$ cat config.mk
export PLATFORM = sky130hd
export DESIGN_NAME = spi_reg_responder
export DESIGN_NICKNAME = d
export VERILOG_FILES = /design/src/rtl/spi_reg_responder.sv
export SDC_FILE = /design/constraint.sdc
export NUM_CORES = 1
export LEC_CHECK = 0
export ABC_AREA = 1
export BUFFER_PORTS_ARGS = -buffer_cell sky130_fd_sc_hd__buf_4
export CORE_ASPECT_RATIO = 0.7
export CORE_MARGIN = 1.5
export CORE_UTILIZATION = 47
export DETAILED_ROUTE_END_ITERATION = 7
export SLEW_MARGIN = 20
export SYNTH_ARGS = -nofsm -noshare
export SYNTH_HDL_FRONTEND = slang
export SYNTH_SLANG_ARGS = --single-unit
export TNS_END_PERCENT = 20
$ cat constraint.sdc
create_clock -name Clk -period 12.1 [get_ports Clk]
set_clock_uncertainty 0.2 [all_clocks]
set_input_delay 1.21 -clock Clk [delete_from_list [all_inputs] [get_ports Clk]]
set_output_delay 1.21 -clock Clk [all_outputs]
set_load 0.02 [all_outputs]
$ cat src/rtl/spi_reg_responder.sv
// SPI mode-0 slave exposing a 32 x 8-bit register file (MAX3421E-style command byte),
// with a local read/write port, per-write strobe and a level interrupt from IRQ & IEN.
module spi_reg_responder #(
    parameter int NREG        = 32,
    parameter int STATUS_ADDR = 25,
    parameter int IRQ_ADDR    = 25,
    parameter int IEN_ADDR    = 26
) (
    input  logic       Clk,
    input  logic       Reset,
    input  logic       spi_SCLK,
    input  logic       spi_MOSI,
    input  logic       spi_SS_n,
    output logic       spi_MISO,
    output logic       miso_oe,
    input  logic       loc_we,
    input  logic [4:0] loc_addr,
    input  logic [7:0] loc_wdata,
    output logic [7:0] loc_rdata,
    output logic       wr_strobe,
    output logic [4:0] wr_addr,
    output logic [7:0] wr_data,
    output logic       int_n
);
    localparam logic [4:0] STATUS_IDX = 5'(STATUS_ADDR);
    localparam logic [4:0] IRQ_IDX    = 5'(IRQ_ADDR);
    localparam logic [4:0] IEN_IDX    = 5'(IEN_ADDR);

    typedef enum logic [1:0] {IDLE, CMD, DATA_WR, DATA_RD} state_t;

    logic [2:0] sclk_sync_reg;
    logic [2:0] ss_n_sync_reg;
    logic [1:0] mosi_sync_reg;
    logic       sclk_rise, sclk_fall, ss_fall, ss_rise, mosi_s;

    state_t     state_reg, state_next;
    logic [2:0] bit_cnt_reg, bit_cnt_next;
    logic [7:0] rx_shift_reg, rx_shift_next;
    logic [7:0] tx_shift_reg, tx_shift_next;
    logic [4:0] addr_reg, addr_next;
    logic       load_pend_reg, load_pend_next;
    logic       miso_reg, miso_next;
    logic       oe_reg, oe_next;
    logic       commit;
    logic [7:0] rx_byte;
    logic [4:0] addr_inc;

    logic [7:0]      reg_file [NREG];
    logic [NREG-1:0] spi_hit, loc_hit;

    logic       wr_strobe_reg;
    logic [4:0] wr_addr_reg;
    logic [7:0] wr_data_reg;
    logic [7:0] loc_rdata_reg;
    logic       int_n_reg;

    // Sync flops clear to 0 so a reset released while SS_n is already low
    // does not fake an ss_fall and join a frame halfway through.
    always_ff @(posedge Clk or posedge Reset) begin
        if (Reset) begin
            sclk_sync_reg <= 3'b000;
            ss_n_sync_reg <= 3'b000;
            mosi_sync_reg <= 2'b00;
        end else begin
            sclk_sync_reg <= {sclk_sync_reg[1:0], spi_SCLK};
            ss_n_sync_reg <= {ss_n_sync_reg[1:0], spi_SS_n};
            mosi_sync_reg <= {mosi_sync_reg[0], spi_MOSI};
        end
    end

    assign sclk_rise = sclk_sync_reg[1] & ~sclk_sync_reg[2];
    assign sclk_fall = ~sclk_sync_reg[1] & sclk_sync_reg[2];
    assign ss_fall   = ~ss_n_sync_reg[1] & ss_n_sync_reg[2];
    assign ss_rise   = ss_n_sync_reg[1] & ~ss_n_sync_reg[2];
    assign mosi_s    = mosi_sync_reg[1];
    assign rx_byte   = {rx_shift_reg[6:0], mosi_s};
    assign addr_inc  = addr_reg + 5'd1;

    always_ff @(posedge Clk or posedge Reset) begin
        if (Reset) begin
            state_reg     <= IDLE;
            bit_cnt_reg   <= 3'd0;
            rx_shift_reg  <= 8'h00;
            tx_shift_reg  <= 8'h00;
            addr_reg      <= 5'd0;
            load_pend_reg <= 1'b0;
            miso_reg      <= 1'b0;
            oe_reg        <= 1'b0;
        end else begin
            state_reg     <= state_next;
            bit_cnt_reg   <= bit_cnt_next;
            rx_shift_reg  <= rx_shift_next;
            tx_shift_reg  <= tx_shift_next;
            addr_reg      <= addr_next;
            load_pend_reg <= load_pend_next;
            miso_reg      <= miso_next;
            oe_reg        <= oe_next;
        end
    end

    always_comb begin
        state_next     = state_reg;
        bit_cnt_next   = bit_cnt_reg;
        rx_shift_next  = rx_shift_reg;
        tx_shift_next  = tx_shift_reg;
        addr_next      = addr_reg;
        load_pend_next = load_pend_reg;
        miso_next      = miso_reg;
        oe_next        = oe_reg;
        commit         = 1'b0;
        case (state_reg)
            IDLE: begin
                if (ss_fall) begin
                    state_next     = CMD;
                    bit_cnt_next   = 3'd0;
                    tx_shift_next  = reg_file[STATUS_IDX];
                    miso_next      = reg_file[STATUS_IDX][7];
                    oe_next        = 1'b1;
                    load_pend_next = 1'b0;
                end
            end
            default: begin
                if (ss_rise) begin
                    state_next = IDLE;
                    oe_next    = 1'b0;
                    miso_next  = 1'b0;
                end else if (sclk_rise) begin
                    rx_shift_next = rx_byte;
                    bit_cnt_next  = bit_cnt_reg + 3'd1;
                    if (bit_cnt_reg == 3'd7) begin
                        // A freshly loaded byte is presented unshifted on the next fall.
                        load_pend_next = 1'b1;
                        case (state_reg)
                            CMD: begin
                                addr_next = rx_byte[7:3];
                                if (rx_byte[1]) begin
                                    state_next    = DATA_WR;
                                    tx_shift_next = 8'h00;
                                end else begin
                                    state_next    = DATA_RD;
                                    tx_shift_next = reg_file[rx_byte[7:3]];
                                end
                            end
                            DATA_WR: begin
                                commit        = 1'b1;
                                addr_next     = addr_inc;
                                tx_shift_next = 8'h00;
                            end
                            DATA_RD: begin
                                addr_next     = addr_inc;
                                tx_shift_next = reg_file[addr_inc];
                            end
                            default: ;
                        endcase
                    end
                end else if (sclk_fall) begin
                    if (load_pend_reg) begin
                        load_pend_next = 1'b0;
                        miso_next      = tx_shift_reg[7];
                    end else begin
                        tx_shift_next = {tx_shift_reg[6:0], 1'b0};
                        miso_next     = tx_shift_reg[6];
                    end
                end
            end
        endcase
    end

    generate
        for (genvar gi = 0; gi < NREG; gi++) begin : g_hit
            assign spi_hit[gi] = commit && (addr_reg == 5'(gi));
            assign loc_hit[gi] = loc_we && (loc_addr == 5'(gi));
        end
    endgenerate

    // SPI commit takes priority over a local write to the same register.
    always_ff @(posedge Clk or posedge Reset) begin
        if (Reset) begin
            for (int i = 0; i < NREG; i++) reg_file[i] <= 8'h00;
        end else begin
            for (int i = 0; i < NREG; i++) begin
                if (spi_hit[i])      reg_file[i] <= rx_byte;
                else if (loc_hit[i]) reg_file[i] <= loc_wdata;
            end
        end
    end

    always_ff @(posedge Clk or posedge Reset) begin
        if (Reset) begin
            wr_strobe_reg <= 1'b0;
            wr_addr_reg   <= 5'd0;
            wr_data_reg   <= 8'h00;
            loc_rdata_reg <= 8'h00;
            int_n_reg     <= 1'b1;
        end else begin
            wr_strobe_reg <= commit;
            if (commit) begin
                wr_addr_reg <= addr_reg;
                wr_data_reg <= rx_byte;
            end
            loc_rdata_reg <= reg_file[loc_addr];
            int_n_reg     <= ~|(reg_file[IRQ_IDX] & reg_file[IEN_IDX]);
        end
    end

    assign spi_MISO  = miso_reg;
    assign miso_oe   = oe_reg;
    assign wr_strobe = wr_strobe_reg;
    assign wr_addr   = wr_addr_reg;
    assign wr_data   = wr_data_reg;
    assign loc_rdata = loc_rdata_reg;
    assign int_n     = int_n_reg;
endmodule

# == Word level (Yosys, flattened, before mapping) ==
# Cells that the tools add are included.
# totals
word_cells,371
ff_bits,315
inputBits,19
# classes
n_eq_ne,72
bitwise_logic,14
n_lt_le_gt_ge,3
mux,114
n_reduce_logical,118
n_addsub,2
# op_table
cell,n
2-to-1 mux 8 bit,78
"equality test 5 bit, second input constant",32
binary-select mux 8 bit (select 5 bit),3
"equality test 5 x 4 -> 1 bit, second input constant",16
nonzero test 2 bit,35
logical AND 1 bit,64
"equality test 5 x 3 -> 1 bit, second input constant",8
case mux 8 bit (3 select lines),1
2-to-1 mux 1 bit,21
"equality test 5 x 2 -> 1 bit, second input constant",4
"greater-or-equal comparator 6 bit, second input constant",3
NOT 5 -> 6 bit,3
nonzero test 3 bit,5
2-to-1 mux 2 bit,6
2-to-1 mux 3 bit,4
"equality test 5 x 1 -> 1 bit, second input constant",2
logical NOT 5 bit,2
case mux 5 bit (2 select lines),1
AND reduction 3 bit,3
bitwise AND 8 bit,1
AND reduction 4 bit,2
OR reduction 8 bit,1
"!= test 3 x 1 -> 1 bit, second input constant",2
NOT 1 bit,6
16 further kinds,20

# == Depth between registers and ports, before layout ==
# logic_depth
depth_word,10
mapped_depth,16

# == Worst setup path before layout ==
# No wires, ideal clock.
# synth_timing
kind,input -> register
from,input port loc_addr[4]
to,register reg_file[113] (netlist name)
arrival_ns,2.605
cell_stages,7
path_buffers,2
setup_slack_ns,9.153
cell_sequence,clkbuf_1 nand2_1 clkbuf_1 nor2_1 inv_1 nand2_1 o221ai_1
# synth_via
elab_chain_cells,3
# synth_rtl
element,line,rtl
"start, declared",17,"input logic [4:0] loc_addr,"
equality test 5 bit,172,assign loc_hit[gi] = loc_we && (loc_addr == 5'(gi));
logical AND 1 bit,172,
nonzero test 2 bit (no line),--,
"end signal, assigned by index",182,if (spi_hit[i]) reg_file[i] <= rx_byte;
"end signal, assigned by index",183,else if (loc_hit[i]) reg_file[i] <= loc_wdata;
"end, declared",48,logic [7:0] reg_file [NREG];
# Every way passes these cells.
# A chain may end at the register's enable or synchronous reset.

# == Final worst setup path ==
# layout_timing
from,register addr_reg[0]
to,register tx_shift_reg[4]
# layout_via
elab_chain_cells,10
# layout_rtl
element,line,rtl
"start, declared",40,"logic [4:0] addr_reg, addr_next;"
"start signal, assigned",94,addr_reg <= addr_next;
adder 5 x 1 -> 5 bit,77,assign addr_inc = addr_reg + 5'd1;
NOT 5 -> 6 bit (implied by the code),151,tx_shift_next = reg_file[addr_inc];
binary-select mux 8 bit (select 5 bit),151,
2-to-1 mux 8 bit (implied by the code) (2 in a row),151,
case mux 8 bit (3 select lines),133,case (state_reg)
2-to-1 mux 8 bit,130,if (bit_cnt_reg == 3'd7) begin
2-to-1 mux 8 bit,127,end else if (sclk_rise) begin
2-to-1 mux 8 bit,123,if (ss_rise) begin
2-to-1 mux 8 bit,111,case (state_reg)
"end signal, assigned",93,tx_shift_reg <= tx_shift_next;
"end, declared",39,"logic [7:0] tx_shift_reg, tx_shift_next;"
# Every way passes these cells. The select of a mux whose other input is x is not followed.

==> run_results.csv <==
group,metric,value,unit
logic_synthesis,synth-xor-area-share,0.000413,
clocking,post_cts_buffers,0,
clocking,cts_inserted_buffers,36,
cells_and_area,antenna_cells,0,
logic_synthesis,ys_top_cells_by_count,"nand2_1 (738), nand3_1 (689), inv_1 (339)",
sta,setup_tns,0,ps
clocking,cts_tree,"built",
clocking,cts_hold_buf,0,
logic_synthesis,postSynth.asyncResetShare,1.00,
drt,wl_per_cell,28.7,um
logic_synthesis,synth_compound_area_frac,0.183,
floorplanning,die_area,46400,um2
logic_synthesis,ys.warnings.count,0,
logic_synthesis,synth-seq-cells,315,
floorplanning,num_rows,64,
floorplanning,top_level_ports,44,
cells_and_area,nets,2916,
floorplanning,core,44100,um2
cells_and_area,stdcell_area,22800,um2
sta,finalCriticalPeriod,4360,ps
setup_path,startpoint_type,"flip-flop",
cells_and_area,largest_register,"reg_file",
setup_path,crit_path_top_delay_cell,"dfrtp_4",
clocking,clk_pin_slew,70,ps
setup_path,path_cells,"inv_4 > ha_2 > buf_4 > nand3_1 > nand3_1 > nand2_1 > nand2_1 > nand3_1 > nand3_1 > nand2_1 > nand2_1 > a21oi_1",
worst_hold_path,hold_class,"flip-flop to flip-flop",
cells_and_area,fillCellCount,4396,
logic_synthesis,synth_top_area_cell,"dfrtp_1",
logic_synthesis,syn-num-nets,3032,
logic_synthesis,yosys-mux-area-fraction,0,
sta,fin_crit_sh,0.360,
clocking,cts-root-buf,"clkbuf_16",
grt,antenna_found_initial,1,
clocking,h-tree-depth,2,
grt,grt_pass1_vias,21730,
cells_and_area,largest_register_ffs,256,
cells_and_area,multi_input_area,11000,um2
drt,vias_per_cell,6.84,
drt,num_vias,23997,
setup_path,ff2ff_path_depth,12,
placement,io_buffers,43,
clocking,cts_max_path_buffers,3,
sta,finalHoldViolCount,0,
setup_path,worst_setup_path_end_kind,"flip-flop",
power,power_density,254,nW/um2
logic_synthesis,yosys.area_share.simple,0.330,
cells_and_area,drive_gt1_frac,0.0635,
logic_synthesis,avgSynthCellArea,7.06,um2
drt,dr.pass1.iters,7,
sta,slew_headroom,0.216,
cells_and_area,syn_to_final_growth,7.58,%
floorplanning,chipHeight,181,um
setup_path,cp_slowest_stage_delay,1020,ps
logic_synthesis,syn_inst,3003,
clocking,clk_latency,570,ps
run_status,status,"completed",
logic_synthesis,ys_seq_area_frac,0.372,
drt,antenna_left,0,
logic_synthesis,synth_top_cell_area_share,0.371,
setup_path,crit_start,"addr_reg[0]$_DFFE_PP0P_",
clocking,cts_resized,0,
cells_and_area,regArea,7890,um2
grt,grt_max_degree,141,
setup_path,cp.required,12350,ps
run,cap_viol_max_count,0,
logic_synthesis,synth.most_common_cell,"nand2_1",
sta,finalSetupViolations,0,
drt,initialDrtViolationCount,4539,
drt,wl,101000,um
setup_path,critical_path_class,"flip-flop to flip-flop",
grt,grt_pass1_wl,147000,um
sta,slew_viol_final,0,
sta,fmax,229,MHz
grt,grt-ovfl-total,0,
setup_path,crit_path_max_fanout,70,
logic_synthesis,synth_top_family_by_area,"simple AND/OR/NAND/NOR gates",
logic_synthesis,synth_edf_count,0,
placement,postPlaceCellArea,21600,um2
power,vdd_drop_max,147,uV
sta,rsz0062_at_grt,"false",
floorplanning,die_w,257,um
power,p_leak,10.4,nW
clocking,clock_sinks,315,
logic_synthesis,syn_area,21200,um2
grt,grt_use_total,0.423,
logic_synthesis,synth.distinct_cells,39,
setup_path,r2r_slack,7740,ps
logic_synthesis,synthAdderAreaFrac,0.00590,
setup_path,r2r-start,"addr_reg[0]$_DFFE_PP0P_",
worst_hold_path,hold_path_depth,0,
worst_hold_path,min_from,"mosi_sync_reg[0]$_DFF_PP0_",
sta,tightest_slew,1170,ps
setup_path,crit_arrival,4610,ps
floorplanning,initial_core_util,0.480,
logic_synthesis,synth_ff_type,"dfrtp_1",
logic_synthesis,synthTopCellsByArea,"dfrtp_1 (37%), nand3_1 (16%), nand2_1 (13%)",
placement,hpwl,64700,um
cells_and_area,fin_util,0.517,
placement,gp_congestion,1.03,
drt,drc_errors,0,
-- cells by family (layout without fill, tap and decap cells) --
kind of cell,count (synthesis),count (layout)
AO/OA/AOI/OAI,529,529
XOR/XNOR,1,1
adder cells (fa/ha/maj),10,10
buffers and inverters,578,489
flip-flops,315,315
AND/OR/NAND/NOR,1570,1570
-- report_power, final --
group | total [mW] | internal, mW | switching, mW | leakage [nW]
combinational | 3.02 | 0.784 | 2.24 | 6.14
clock | 1.19 | 0.691 | 0.502 | 0.608
sequential | 1.57 | 1.31 | 0.265 | 3.63
total | 5.79 | 2.78 | 3.01 | 10.4
-- cells in the final DEF (no fill, tap or decap), types with 4 or more instances in the layout --
cell / instances
nand2_1: 736
nand3_1: 689
inv_1: 333
dfrtp_1: 311
o221ai_1: 254
o22ai_1: 127
nor2_1: 99
o21ai_0: 90
buf_4: 75
clkbuf_16: 37
o211ai_1: 27
nand2_4: 20
a21oi_1: 13
nand4_1: 13
clkinv_2: 9
ha_1: 9
a211oi_1: 8
clkbuf_8: 7
inv_4: 5
inv_2: 5
nand2_2: 4
clkbuf_1: 4
bufinv_16: 4
-- worst max-delay path, delay by kind of cell, from the launching register on --
family                   cells  cell delay [ps]
flip-flops                   1             1020
AND/OR/NAND/NOR              8             1080
adder cells (fa/ha/maj)      1              520
buffers and inverters        2             1230
AO/OA/AOI/OAI                1               70
-- per-layer routing --
| metal | global-route usage | vias to the layer above | share of wire |
|---|---|---|---|
| met3 | 0.177 | 301 | 0.17 |
| met2 | 0.570 | 2018 | 0.39 |
| met4 | 0.145 | 2 | 0.040 |
| met5 | 0 | - | 0.000089 |
| li1 | - | 10250 | - |
| met1 | 0.600 | 11426 | 0.39 |
-- final cells by class --
class                   count  area share
well taps                 594      0.0326
clock buffers              48      0.0455
clock inverters            17     0.00878
inverters                 348      0.0582
flip-flops and latches    315       0.346
multi-input cells        2110       0.483
repair buffers             76      0.0256
-- final timing paths --
path,end
worst max-delay path,tx_shift_reg[4]$_DFFE_PP0P_
worst min-delay path,mosi_sync_reg[1]$_DFF_PP0_
worst max register to register,tx_shift_reg[4]$_DFFE_PP0P_
worst min register to register,mosi_sync_reg[1]$_DFF_PP0_
max in group asynchronous,reg_file[214]$_DFFE_PP0P_
min in group asynchronous,reg_file[161]$_DFFE_PP0P_
-- per-stage QoR --
step / worst slack [ps] / instances / hold WS, ps / power, mW
3_5_place_dp: 7940 / 3443 / 149 / 4.42
6_report: 7740 / 3508 / 153 / 5.79
4_1_cts: 7920 / 3508 / 153 / 5.60
5_1_grt: 7550 / 3508 / 153 / 5.99
2_1_floorplan: 1980 / 3003 / 131 / 3.32
3_3_place_gp: 7710 / 3443 / 141 / 4.41
(Power assumes the default switching activity.)
